[src/rtl/sram_ctrl.sv]
// Word-to-half-word bridge from the CPU memory port to an external asynchronous 16-bit SRAM.
// Each 32-bit request becomes one or two SETUP/ACCESS phases; completion is a one-cycle mem_ready.
module sram_ctrl #(
   parameter int ADDR_WIDTH  = 18,
   parameter int WAIT_CYCLES = 1
) (
   input  logic                  clk,
   input  logic                  reset,
   input  logic                  re,
   input  logic [3:0]            we,
   input  logic [29:0]           addr,
   input  logic [31:0]           wdata,
   output logic [31:0]           rdata,
   output logic                  mem_ready,
   output logic [ADDR_WIDTH-1:0] sram_addr,
   output logic [15:0]           sram_dout,
   output logic                  sram_doe,
   input  logic [15:0]           sram_din,
   output logic                  sram_ce_n,
   output logic                  sram_oe_n,
   output logic                  sram_we_n,
   output logic                  sram_lb_n,
   output logic                  sram_ub_n
);

   typedef enum logic [2:0] {
      IDLE,
      SETUP_LO,
      ACC_LO,
      SETUP_HI,
      ACC_HI,
      DONE
   } state_t;

   localparam int CNT_W = (WAIT_CYCLES > 1) ? $clog2(WAIT_CYCLES) : 1;
   localparam logic [CNT_W-1:0] CNT_LAST = CNT_W'(WAIT_CYCLES - 1);

   state_t                state_q, state_d;
   logic [CNT_W-1:0]      wcnt_q, wcnt_d;
   logic                  is_wr_q, is_wr_d;
   logic [3:0]            be_q, be_d;
   logic [ADDR_WIDTH-2:0] haddr_q, haddr_d;
   logic [31:0]           wdata_q, wdata_d;
   logic [31:0]           rdata_q, rdata_d;
   logic                  ready_q, ready_d;
   logic [ADDR_WIDTH-1:0] sram_addr_q, sram_addr_d;
   logic [15:0]           dout_q, dout_d;
   logic                  doe_q, doe_d;
   logic                  ce_n_q, ce_n_d;
   logic                  oe_n_q, oe_n_d;
   logic                  we_n_q, we_n_d;
   logic                  lb_n_q, lb_n_d;
   logic                  ub_n_q, ub_n_d;

   logic accept, acc_last, need_lo, need_hi;
   logic lo_ph, hi_ph, acc_ph, active;

   // Upper word-address bits fall outside the SRAM and simply alias.
   logic unused_addr_hi;
   assign unused_addr_hi = ^addr[29:ADDR_WIDTH-1];

   always_comb begin
      accept   = (state_q == IDLE) && (re || (|we));
      acc_last = (wcnt_q == CNT_LAST);

      is_wr_d = is_wr_q;
      be_d    = be_q;
      haddr_d = haddr_q;
      wdata_d = wdata_q;
      if (accept) begin
         is_wr_d = |we;
         be_d    = we;
         haddr_d = addr[ADDR_WIDTH-2:0];
         wdata_d = wdata;
      end
      need_lo = !is_wr_d || (|be_d[1:0]);
      need_hi = !is_wr_d || (|be_d[3:2]);

      state_d = state_q;
      wcnt_d  = '0;
      case (state_q)
         IDLE:     if (accept) state_d = need_lo ? SETUP_LO : SETUP_HI;
         SETUP_LO: state_d = ACC_LO;
         ACC_LO: begin
            if (acc_last) state_d = need_hi ? SETUP_HI : DONE;
            else          wcnt_d  = wcnt_q + 1'b1;
         end
         SETUP_HI: state_d = ACC_HI;
         ACC_HI: begin
            if (acc_last) state_d = DONE;
            else          wcnt_d  = wcnt_q + 1'b1;
         end
         DONE:     state_d = IDLE;
         default:  state_d = IDLE;
      endcase

      // Read data is taken on the final access cycle, while oe_n has been low longest.
      rdata_d = rdata_q;
      if (!is_wr_q && acc_last) begin
         if (state_q == ACC_LO) rdata_d[15:0]  = sram_din;
         if (state_q == ACC_HI) rdata_d[31:16] = sram_din;
      end

      // Pin values are decoded from the next state so they line up with it.
      lo_ph  = (state_d == SETUP_LO) || (state_d == ACC_LO);
      hi_ph  = (state_d == SETUP_HI) || (state_d == ACC_HI);
      acc_ph = (state_d == ACC_LO) || (state_d == ACC_HI);
      active = lo_ph || hi_ph;

      ready_d     = (state_d == DONE);
      ce_n_d      = !active;
      oe_n_d      = !(acc_ph && !is_wr_d);
      we_n_d      = !(acc_ph && is_wr_d);
      doe_d       = active && is_wr_d;
      sram_addr_d = sram_addr_q;
      dout_d      = dout_q;
      lb_n_d      = 1'b1;
      ub_n_d      = 1'b1;
      if (active) begin
         sram_addr_d = {haddr_d, hi_ph};
         if (is_wr_d) begin
            lb_n_d = hi_ph ? !be_d[2] : !be_d[0];
            ub_n_d = hi_ph ? !be_d[3] : !be_d[1];
            dout_d = hi_ph ? wdata_d[31:16] : wdata_d[15:0];
         end else begin
            lb_n_d = 1'b0;
            ub_n_d = 1'b0;
         end
      end
   end

   always_ff @(posedge clk) begin
      if (reset) begin
         state_q     <= IDLE;
         wcnt_q      <= '0;
         rdata_q     <= '0;
         ready_q     <= 1'b0;
         sram_addr_q <= '0;
         dout_q      <= '0;
         doe_q       <= 1'b0;
         ce_n_q      <= 1'b1;
         oe_n_q      <= 1'b1;
         we_n_q      <= 1'b1;
         lb_n_q      <= 1'b1;
         ub_n_q      <= 1'b1;
      end else begin
         state_q     <= state_d;
         wcnt_q      <= wcnt_d;
         rdata_q     <= rdata_d;
         ready_q     <= ready_d;
         sram_addr_q <= sram_addr_d;
         dout_q      <= dout_d;
         doe_q       <= doe_d;
         ce_n_q      <= ce_n_d;
         oe_n_q      <= oe_n_d;
         we_n_q      <= we_n_d;
         lb_n_q      <= lb_n_d;
         ub_n_q      <= ub_n_d;
      end
   end

   // Captured request context is only consulted outside IDLE, so it needs no reset.
   always_ff @(posedge clk) begin
      is_wr_q <= is_wr_d;
      be_q    <= be_d;
      haddr_q <= haddr_d;
      wdata_q <= wdata_d;
   end

   assign rdata     = rdata_q;
   assign mem_ready = ready_q;
   assign sram_addr = sram_addr_q;
   assign sram_dout = dout_q;
   assign sram_doe  = doe_q;
   assign sram_ce_n = ce_n_q;
   assign sram_oe_n = oe_n_q;
   assign sram_we_n = we_n_q;
   assign sram_lb_n = lb_n_q;
   assign sram_ub_n = ub_n_q;

endmodule

[config.mk]
export PLATFORM = sky130hd
export DESIGN_NAME = sram_ctrl
export DESIGN_NICKNAME = d
export VERILOG_FILES = /design/src/rtl/sram_ctrl.sv
export SDC_FILE = /design/constraint.sdc
export NUM_CORES = 1
export LEC_CHECK = 0
export BUFFER_PORTS_ARGS = -buffer_cell sky130_fd_sc_hd__buf_2
export CORE_MARGIN = 2
export CORE_UTILIZATION = 33
export DETAILED_ROUTE_END_ITERATION = 16
export HOLD_SLACK_MARGIN = 0.15
export SLEW_MARGIN = 40
export SYNTH_ARGS = -nofsm -noshare
export SYNTH_HDL_FRONTEND = slang
export SYNTH_SLANG_ARGS = --single-unit
[constraint.sdc]
create_clock -name clk -period 4.2 [get_ports clk]
set_input_delay 0.21 -clock clk [delete_from_list [all_inputs] [get_ports clk]]
set_output_delay 0.21 -clock clk [all_outputs]
set_load 0.02 [all_outputs]
==> results.toml <==
[sta]
rsz0062_at_grt = "false"
tns_ps = 0
slew_viol_final = 0
fin_skew_ps = 12.14
hold_viol_final = 0
setup_viol = 0
fin_crit_ps = 2841
fmax_mhz = 352.0
worst_pin_slew_ps = 841.4
slew_headroom_pct = 43.91
fin_crit_sh_pct = 67.64

[yosys]
synthArstFlopShare_pct = 0
synthCells = 506
synth.distinct_cells = 40
syn-cell-area_sq_um = 4836
synth_enable_flop_cells = 0
ys.flop_type = "dfxtp_1"
synth_area_leaders = "dfxtp_1 (54%), mux2_2 (6.8%), nand2_1 (6.4%)"
synth_nets = 591
ys_ff_latch = 131
ys_seq_area_share_pct = 54.23
synth_top_area_cell = "dfxtp_1"
yosysTopAreaCellShare_pct = 54.23
synth.avg_cell_area_sq_um = 9.557
yosysWarnings = 0

[layout]
antenna_cells = 0
fin_area_sq_um = 6998
fillers = 1335
fin_util_pct = 48.52
area_growth_pct = 44.71
layout-drive-gt1-share_pct = 30.11
nets = 796

[global_route]
grt_start_max_net_pins = 54
grt-ovfl-total = 0
grt.total_usage_pct = 16.82
grt_pass1_vias = 4351
antenna_found_initial = 1
grt_first_pass_wirelength_mm = 21.19

[drt]
drc = 0
vias = 4344
wl_per_cell_um = 14.40
viasPerCell = 4.784
routed_wl_mm = 13.07
drt_iter0_drc = 257
dr.pass1.iters = 4
ant_nets = 0

[clocking]
numCtsBuffers = 17
cts_tree = "yes"
cts_sinks = 131
insertion_delay_ps = 410
cts-root-buf = "clkbuf_16"
post_cts_buffers = 0
cts_htree_levels = 4
clkSlewWorstSetupHoldPaths_ps = 60
cts_buffer_depth = 2

[placed_design]
place.gp.congestion = 0.8089
placed_area_sq_um = 5690
dpl.hpwl_mm = 8.259
io_buffer_count = 144

[pwr]
powerDensity_nw_per_um2 = 714.8
power.leakage_nw = 3.096
peakVddDrop_mv = 0.3158

[outcome]
outcome = "finished, final reports clean"

[setup_path]
crit_fanout = 34
start_kind = "input pin"
cp.required_ps = 4540
r2r_start = "state_q[2]$_SDFF_PP0_"
worstSetupStartpoint = "we[1]"
arrival_ps = 3180
path_class = "in2reg"
crit_path_end_kind = "register"

[worst_hold_path]
hp-start = "reset"
hold_path.class = "in2reg"

[die]
io_pins = 158
initial_core_util_pct = 33.53
die-area_sq_um = 15640
rows = 44
core_sq_um = 14420
die_y_um = 125.1
dieWidth_um = 125.1

[flow_run]
drv_cap = 0
metrics by stage:
step | instances | hold slack [ps] | setup WS (ps) | power, mW
2_1_floorplan | 506 | 328.2 | 2116 | 3.007
3_3_place_gp | 807 | 427.6 | 1537 | 3.388
3_5_place_dp | 807 | 432.5 | 1514 | 3.441
4_1_cts | 908 | 195.6 | 1391 | 5.045
5_1_grt | 908 | 222.9 | 1236 | 5.314
6_report | 908 | 213.6 | 1359 | 5.002
layout make-up:
class | instances | area (sq um) | share of cell area [%]
clock buffer | 20 | 446.7 | 6.383
clock inverter | 12 | 170.2 | 2.432
inverter | 20 | 75.07 | 1.073
multi-input combinational | 322 | 1997 | 28.54
sequential | 131 | 2623 | 37.48
tap | 184 | 230.2 | 3.290
timing repair buffer | 219 | 1456 | 20.81
per-layer routing:
metal	up-vias	wire (um)	GRT usage, %
met3	23	747	5.178
met2	138	6435	28.29
met5	-	13	0
met1	2028	5574	19.79
li1	2153	-	-
met4	2	299	7.451
state kept, by name, summed over array words and instances, names as in the netlist, 3 cells and up:
register,cells
be_q,4
haddr_q,17
rdata,32
sram_addr,18
sram_dout,16
state_q,3
wdata_q,32
path summary, 6_finish.rpt:
path	slack (ps)	to	cells past startpoint
worst min register to register	450	be_q[0]$_DFF_P_	2
worst min-delay path	210	sram_addr[1]$_SDFFE_PP0P_	2
worst max register to register	1530	sram_dout[4]$_SDFFE_PP0P_	6
worst max-delay path	1360	sram_dout[4]$_SDFFE_PP0P_	8
kinds of logic after synthesis:
logic type / count (synthesis) / share of synthesized area [%]
simple gates: 165 / 14.64
flops: 131 / 54.23
compound gates: 101 / 14.02
mux: 55 / 12.34
buf+inv: 53 / 4.683
other cells: 1 / 0.07755
Yosys cell counts (3+ instances only):
| cell | instances |
|---|---|
| o2bb2ai_1 | 16 |
| nor3_1 | 22 |
| dfxtp_1 | 131 |
| a22oi_1 | 3 |
| nand3_1 | 3 |
| clkbuf_1 | 16 |
| buf_2 | 16 |
| a21oi_1 | 49 |
| inv_1 | 20 |
| nand2_1 | 83 |
| nor2_1 | 45 |
| mux2_1 | 4 |
| o211ai_1 | 16 |
| mux2i_1 | 21 |
| mux2_2 | 29 |
timing repair:
item	4_1_cts	5_1_grt
hold buffers	69	0
resized for setup	0	0
hold endpoints to repair	85	0
worst max-delay path, stage by stage:
cell and delay, ps:
dlygate4sd3_1 540, buf_2 160, or4_1 680, o21ai_1 230, o21ai_0 160, mux2_4 480
a21oi_4 520, o2bb2ai_1 170
cell usage in the layout (no fill, tap or decap), drive strengths merged, types with 2 or more instances in the layout:
cell	n
a22oi	3
buf	150
nand3	3
nand2	83
a21o	2
clkinv	2
mux2i	21
o2bb2ai	16
nor2	45
nor4	2
inv	26
dfxtp	131
clkbuf	20
bufinv	3
o21ai	4
mux2	34
nor3	24
dlygate4sd3	69
a21oi	51
a211o	2
o211ai	16
or3	2
or4	2
power breakdown:
group | switching, mW | total, mW | internal [mW]
Clock | 0.574 | 1.54 | 0.966
Combinational | 0.934 | 1.59 | 0.654
Sequential | 0.185 | 1.87 | 1.69
Note: power is estimated with default switching activity, not from simulation.
